===== config.mk =====
export PLATFORM = sky130hd
export DESIGN_NAME = booth_multiplicador
export DESIGN_NICKNAME = d
export VERILOG_FILES = /design/src/rtl/booth_multiplicador.sv
export SDC_FILE = /design/constraint.sdc
export NUM_CORES = 1
export LEC_CHECK = 0
export ABC_AREA = 0
export CORE_MARGIN = 4
export CORE_UTILIZATION = 50
export CTS_CLUSTER_SIZE = 24
export DETAILED_ROUTE_END_ITERATION = 8
export PLACE_DENSITY = 0.8
export RECOVER_POWER = 25
export SLEW_MARGIN = 0
export SYNTH_ARGS = -nofsm -noshare
export SYNTH_HDL_FRONTEND = slang
export SYNTH_SLANG_ARGS = --single-unit
export TNS_END_PERCENT = 30

===== constraint.sdc =====
create_clock -name clk -period 5.18 [get_ports clk]
set_input_delay 1.036 -clock clk [delete_from_list [all_inputs] [get_ports clk]]
set_output_delay 1.036 -clock clk [all_outputs]
set_load 0.1 [all_outputs]

===== src/rtl/booth_multiplicador.sv =====
// Sequential signed NxN radix-2 Booth multiplier: loads A/B after reset release,
// runs one Booth step per clock and holds the registered product until the next reset.
module booth_multiplicador #(
  parameter int N = 8
) (
  input  logic             clk,
  input  logic             rst,
  input  logic [N-1:0]     A,
  input  logic [N-1:0]     B,
  output logic [2*N-1:0]   c,
  output logic             neg
);

  localparam int CW = $clog2(N) + 1;

  typedef enum logic [1:0] {LOAD, RUN, DONE} state_t;

  state_t           state_q;
  logic [N:0]       m_q;
  logic [N:0]       acc_q, acc_d, sum;
  logic [N-1:0]     q_q, q_d;
  logic             qm1_q, qm1_d;
  logic [CW-1:0]    cnt_q;
  logic [2*N-1:0]   c_q;
  logic             neg_q;

  // One Booth step: conditional add/subtract of M, then arithmetic shift of {acc,Q,Q-1}.
  always_comb begin
    sum = acc_q;
    case ({q_q[0], qm1_q})
      2'b01:   sum = acc_q + m_q;
      2'b10:   sum = acc_q - m_q;
      default: sum = acc_q;
    endcase
    acc_d = {sum[N], sum[N:1]};
    q_d   = {sum[0], q_q[N-1:1]};
    qm1_d = q_q[0];
  end

  always_ff @(posedge clk or negedge rst) begin
    if (!rst) begin
      state_q <= LOAD;
      m_q     <= '0;
      acc_q   <= '0;
      q_q     <= '0;
      qm1_q   <= 1'b0;
      cnt_q   <= '0;
      c_q     <= '0;
      neg_q   <= 1'b0;
    end else begin
      case (state_q)
        LOAD: begin
          m_q     <= {A[N-1], A};
          q_q     <= B;
          acc_q   <= '0;
          qm1_q   <= 1'b0;
          cnt_q   <= '0;
          state_q <= RUN;
        end
        RUN: begin
          acc_q <= acc_d;
          q_q   <= q_d;
          qm1_q <= qm1_d;
          cnt_q <= cnt_q + 1'b1;
          // Product is captured from the final step's next-state so it is valid on the same edge.
          if (cnt_q == CW'(N - 1)) begin
            state_q <= DONE;
            c_q     <= {acc_d[N-1:0], q_d};
            neg_q   <= acc_d[N-1];
          end
        end
        DONE: state_q <= DONE;
        default: state_q <= LOAD;
      endcase
    end
  end

  assign c   = c_q;
  assign neg = neg_q;

endmodule


Word-level counts from Yosys, hierarchy flattened
Cells that the tools add are included.
W data, S select, Z words.
{"block": "classes", "reduce_logical": 3, "n_eq_ne": 6, "muxes": 7, "add_sub_neg": 3}
{"operator": "$pmux W9 S2", "count": 2}
{"operator": "$pmux W8 S2", "count": 1}
{"operator": "$add A9 B9 Y9", "count": 1}
{"operator": "$sub A9 B9 Y9", "count": 1}
{"operator": "$pmux W4 S2", "count": 1}
{"operator": "$pmux W2 S3", "count": 1}
{"operator": "$add A4 B1 Y4 const B", "count": 1}
{"operator": "$eq A2 B1 Y1 const B", "count": 2}
{"operator": "$eq A2 B2 Y1 const B", "count": 2}
{"operator": "$eq A4 B3 Y1 const B", "count": 1}
{"operator": "$logic_not A2 Y1", "count": 1}
{"operator": "$mux W2", "count": 1}
{"operator": "$ne A2 B2 Y1 const B", "count": 1}
{"operator": "$pmux W1 S2", "count": 1}
{"operator": "$reduce_and A2 Y1", "count": 1}
{"operator": "$reduce_bool A2 Y1", "count": 1}
{"block": "totals", "out_inout_bits": 17, "regBits": 49}

Depth between registers and ports, before layout
{"block": "logic_depth", "depth_word": 3, "ltp_mapped": 12}

Worst setup path before layout
No wires, ideal clock.
{"block": "synth_timing", "kind": "reg2reg", "startpoint": "register qm1_q", "endpoint": "register c_q[15] (netlist: c[15])", "slack_ps": 2632, "t_required_ps": 5098, "arrival_time_ps": 2466, "path_stages_with_launch": 12, "setup_ps": 82, "cell_sequence": "dfrtp_1 > inv_1 > ha_1 > buf_2 > mux2_2 > fa_1 > nand2b_1 > a21o_1 > a21oi_1 > xor2_1 > or3_1 > a31oi_1"}
{"block": "synth_via", "elab_chain_cells": 2}
{"item": "start: declaration", "line": "22", "source": "logic qm1_q, qm1_d;"}
{"item": "start signal: assignment", "line": "63", "source": "qm1_q <= qm1_d;"}
{"item": "$eq A2 B2 Y1 / $eq A2 B1 Y1 (equally long branches)", "line": "30", "source": "case ({q_q[0], qm1_q})"}
{"item": "$pmux W9 S2 *", "line": "30"}
{"item": "end signal: assignment", "line": "68", "source": "c_q <= {acc_d[N-1:0], q_d};"}
{"item": "end: declaration", "line": "24", "source": "logic [2*N-1:0] c_q;"}
Mark *: on every way between the ends. The rest lies on a longest branch, timed or not.
A chain may end at the register's enable or synchronous reset.

Final worst setup path
{"block": "layout_timing", "startpoint": "register state_q[1]", "endpoint": "register c_q[8] (netlist: c[8])"}
{"block": "layout_via", "elab_chain_cells": 2}
{"item": "start: declaration", "line": "18", "source": "state_t state_q;"}
{"item": "start signal: assignment", "line": "42", "source": "state_q <= LOAD;"}
{"item": "start signal: assignment", "line": "58", "source": "state_q <= RUN;"}
{"item": "start signal: assignment", "line": "67", "source": "state_q <= DONE;"}
{"item": "$eq A2 B1 Y1", "line": "51", "source": "case (state_q)"}
{"item": "$reduce_and A2 Y1 (no line)"}
No other way between the ends.

==> impl_results.md <==
- Status: finished, violations left
- Violated checks: capacitance limit, slew limit
- Leak pwr: 1.328 nW
- #FFs+latches synth: 47
- Final period utilization: 62.17%
- Layout Skew: 0.003217 ns
- Tot GR Track Use: a little under a fifth
- Core Area: 4817 um2
- Crit path top cell by count: inv_1
- Die W: 78.99 um
- CTS Hold Bufs: 0
- Min Tclk post-route: 3.220 ns
- CP arrival: 3.42 ns
- Num CTS Buffers: 5
- Unrepaired setup endpoints after global routing: no
- CTS Sinks: 47
- Synth Warn #: 0
- Worst-path clk slew: 0.09 ns
- Crit. End Element: flip-flop
- Global route overflow: 0
- Initial antenna violation count: 0
- Pwr/cell area: 628.8 nW/um2
- Synth Instances: 264
- 1st-pass router iterations: 4
- Clock tree buffer depth: 2
- R2R Path End: c[8]
- Antenna cell count: 0
- Worst endpoint required time: 5.38 ns
- Per-cell routed wire length: around 14 um
- Synth Area per Inst: between 9 and 10 um2
- Buffers on Ports: 34
- Full die area: slightly above 6000 um2
- H-tree depth: 2
- Yosys cell types: 36
- Worst vdd ir: ~0.37 mV
- Worst R2R Start: state_q[1]
- Synthesized cell area: around 2500 um2
- Post-synthesis sequential area ratio: 46.67%
- Setup TNS: 0 ns
- DRC: 0
- Routed Antenna Nets: 0
- Buffer count from post-CTS setup fixing: 0
- R2R cell count: 6
- Worst-path fanout max: 28
- MaxCap Viol Count: 1
- Clock root cell: clkbuf_8
- Vias per cell: 5.249
- Syn Nets: 296
- CP max stage cell: clkbuf_1
- First-pass GRT wire length: between 8000 and 9000 um
- DR iter-0 viols: about 120
- CTS tree: yes
- Layout cell share with drive strength beyond 1: 6.780%
- Worst R2R Setup Slack: just under 2 ns
- Min-delay worst type: reg2reg
- Die Span Y: 78.99 um
- Hold EP: c[5]
- Hold depth: 2
- Final setup violation count: 0
- Clock latency on the worst-skew pair: 0.30 ns
- Fmax: between 0.3 and 0.4 GHz
- CP cell instances: inv_1 > ha_1 > clkbuf_1 > inv_1 > nor2_1 > mux2_2
- Max-slew violation count: 48
- GPL Wtd Cong: 0.8772
- Placed cells: 354
- Post-CTS sizing: 0
- Crit-path max cell delay: 0.78 ns
- Total wire length: 5072 um
- Hold_sp: c[5]
- Initial Util: 52.31%
- Cell Count, Final, Fillers Out: ~360
- Final hold viol count: 0
- Hpwl dp: 3724 um
- Slew margin rel.: -64.43%
- Rows: 25
- Worst Tran Pin Value: 2.466 ns
- Vias after detailed routing: between 1500 and 2000
- Vias in the first global route: 1943
- Critical path class: reg2reg
- Largest net degree at the start of global routing: 48
- Nets: between 300 and 400
- Ports: 35
- Synthesis-to-layout area growth: 20.16%
- Worst Setup Start Kind: flip-flop
-- report_power, final --
part           switching, W  internal [W]  total, W
logic              0.000707      0.000304   0.00101
clock network      0.000128      0.000196  0.000324
registers         0.0000870      0.000482  0.000569
total              0.000922      0.000981   0.00190
-- cell usage in the layout, fill, tap and decap left out, drive strengths merged --
cell type / count
nand2: 50
dfrtp: 47
clkdlybuf4s50: 33
o21ai: 27
inv: 15
nor2: 14
a21oi: 13
ha: 13
mux2i: 12
xnor2: 9
clkbuf: 8
mux2: 7
xor2: 7
nand3: 7
o31ai: 5
nor3: 3
nor2b: 3
nand2b: 2
o21a: 2
a31oi: 2
bufinv: 2
nor4: 1
o211ai: 1
a21o: 1
a2111oi: 1
o211a: 1
a32oi: 1
a31o: 1
a22o: 1
nand3b: 1
or2: 1
a211oi: 1
o22ai: 1
or3: 1
fa: 1
-- cell usage after synthesis (all sizes together) --
cell type   n  area [um2]
mux2i      12       120.1
o211ai      1       7.510
a31oi       2       12.51
nand2b      2       12.51
xnor2       9       78.83
inv        14       52.55
a21o        1       7.510
dfrtp      47        1176
buf         5       27.53
nand2      50       187.7
nand3       7       35.03
or2         1       6.260
or3         1       6.260
nor2       14       52.55
nand3b      1       7.510
a31o        1       8.760
nor2b       3       18.77
o31ai       5       37.54
o21a        2       15.01
a32oi       1       8.760
xor2        7       61.31
a211oi      1       7.510
a22o        1       8.760
nor4        1       12.51
a21oi      13       65.06
fa          1       20.02
a2111oi     1       27.53
o211a       1       10.01
o22ai       1       6.260
o21ai      27       135.1
nor3        3       15.01
clkbuf      8       30.03
ha         13       162.7
mux2        7       78.83
-- layer usage --
metal | share of wire (%) | GRT usage, % | wire length, um | vias up
met5 | 0 | 0 | 0 | -
met4 | 1.6 | 5.498 | 82 | 0
met3 | 4.3 | 4.308 | 220 | 8
met2 | 50 | 31.06 | 2517 | 38
met1 | 44 | 23.03 | 2251 | 900
li1 | - | - | - | 954
-- cell families after synthesis --
family / share of synthesized area, %
buf+inv: 4.370
mux: 7.895
simple gates: 14.05
flops: 46.67
fa+ha+maj: 7.249
compound gates: 14.20
xor+xnor: 5.561
-- worst max-delay path by stage --
stage                          start        to  slack (ns)  depth (start not counted)
after floorplan                qm1_q     c[15]        2.63                         11
after global placement         qm1_q     c[15]        2.51                         10
after detailed placement       qm1_q     c[15]        2.47                         10
after CTS                      c[15]       neg        2.31                          1
after global routing             rst  acc_q[6]        1.72                          1
final                     state_q[1]      c[8]        1.96                          6
-- state kept, by name (all words and copies together) (netlist names) --
signal	flops
c	16
qm1_q	1
q_q	8
cnt_q	4
state_q	2
acc_q	8
m_q	8
-- cell type report --
| type | count | area, um2 |
|---|---|---|
| fillers | 438 | 1789 |
| multi-input cells | 190 | 1234 |
| flip-flops and latches | 47 | 1176 |
| repair buffers | 36 | 341.6 |
| well taps | 67 | 83.83 |
| clock inverters | 3 | 71.32 |
| clock buffers | 5 | 68.82 |
| inverters | 14 | 52.55 |
-- worst max-delay path: cells and delay by family, from the launching register on --
family,cells,cell delay [ns]
muxes,1,0.41
buffers and inverters,3,1.41
and+or+nand+nor,1,0.78
adders and majority gates,1,0.15
DFF,1,0.36
-- through the flow --
| step | power [W] | util (%) | instance area (um2) | worst slack (ns) | hold WS, ns |
|---|---|---|---|---|---|
| floorplan | 0.001354 | - | 2520 | 2.632 | 0.4534 |
| global placement | 0.001567 | 60.13 | 2897 | 2.513 | 0.4572 |
| detailed placement | 0.001589 | 60.13 | 2897 | 2.473 | 0.4613 |
| CTS | 0.001922 | 63.04 | 3037 | 2.307 | 0.4841 |
| global route | 0.002026 | 62.86 | 3028 | 1.723 | 0.5100 |
| finish | 0.001904 | 62.86 | 3028 | 1.960 | 0.4769 |
Power figures use the tool's default switching activity.
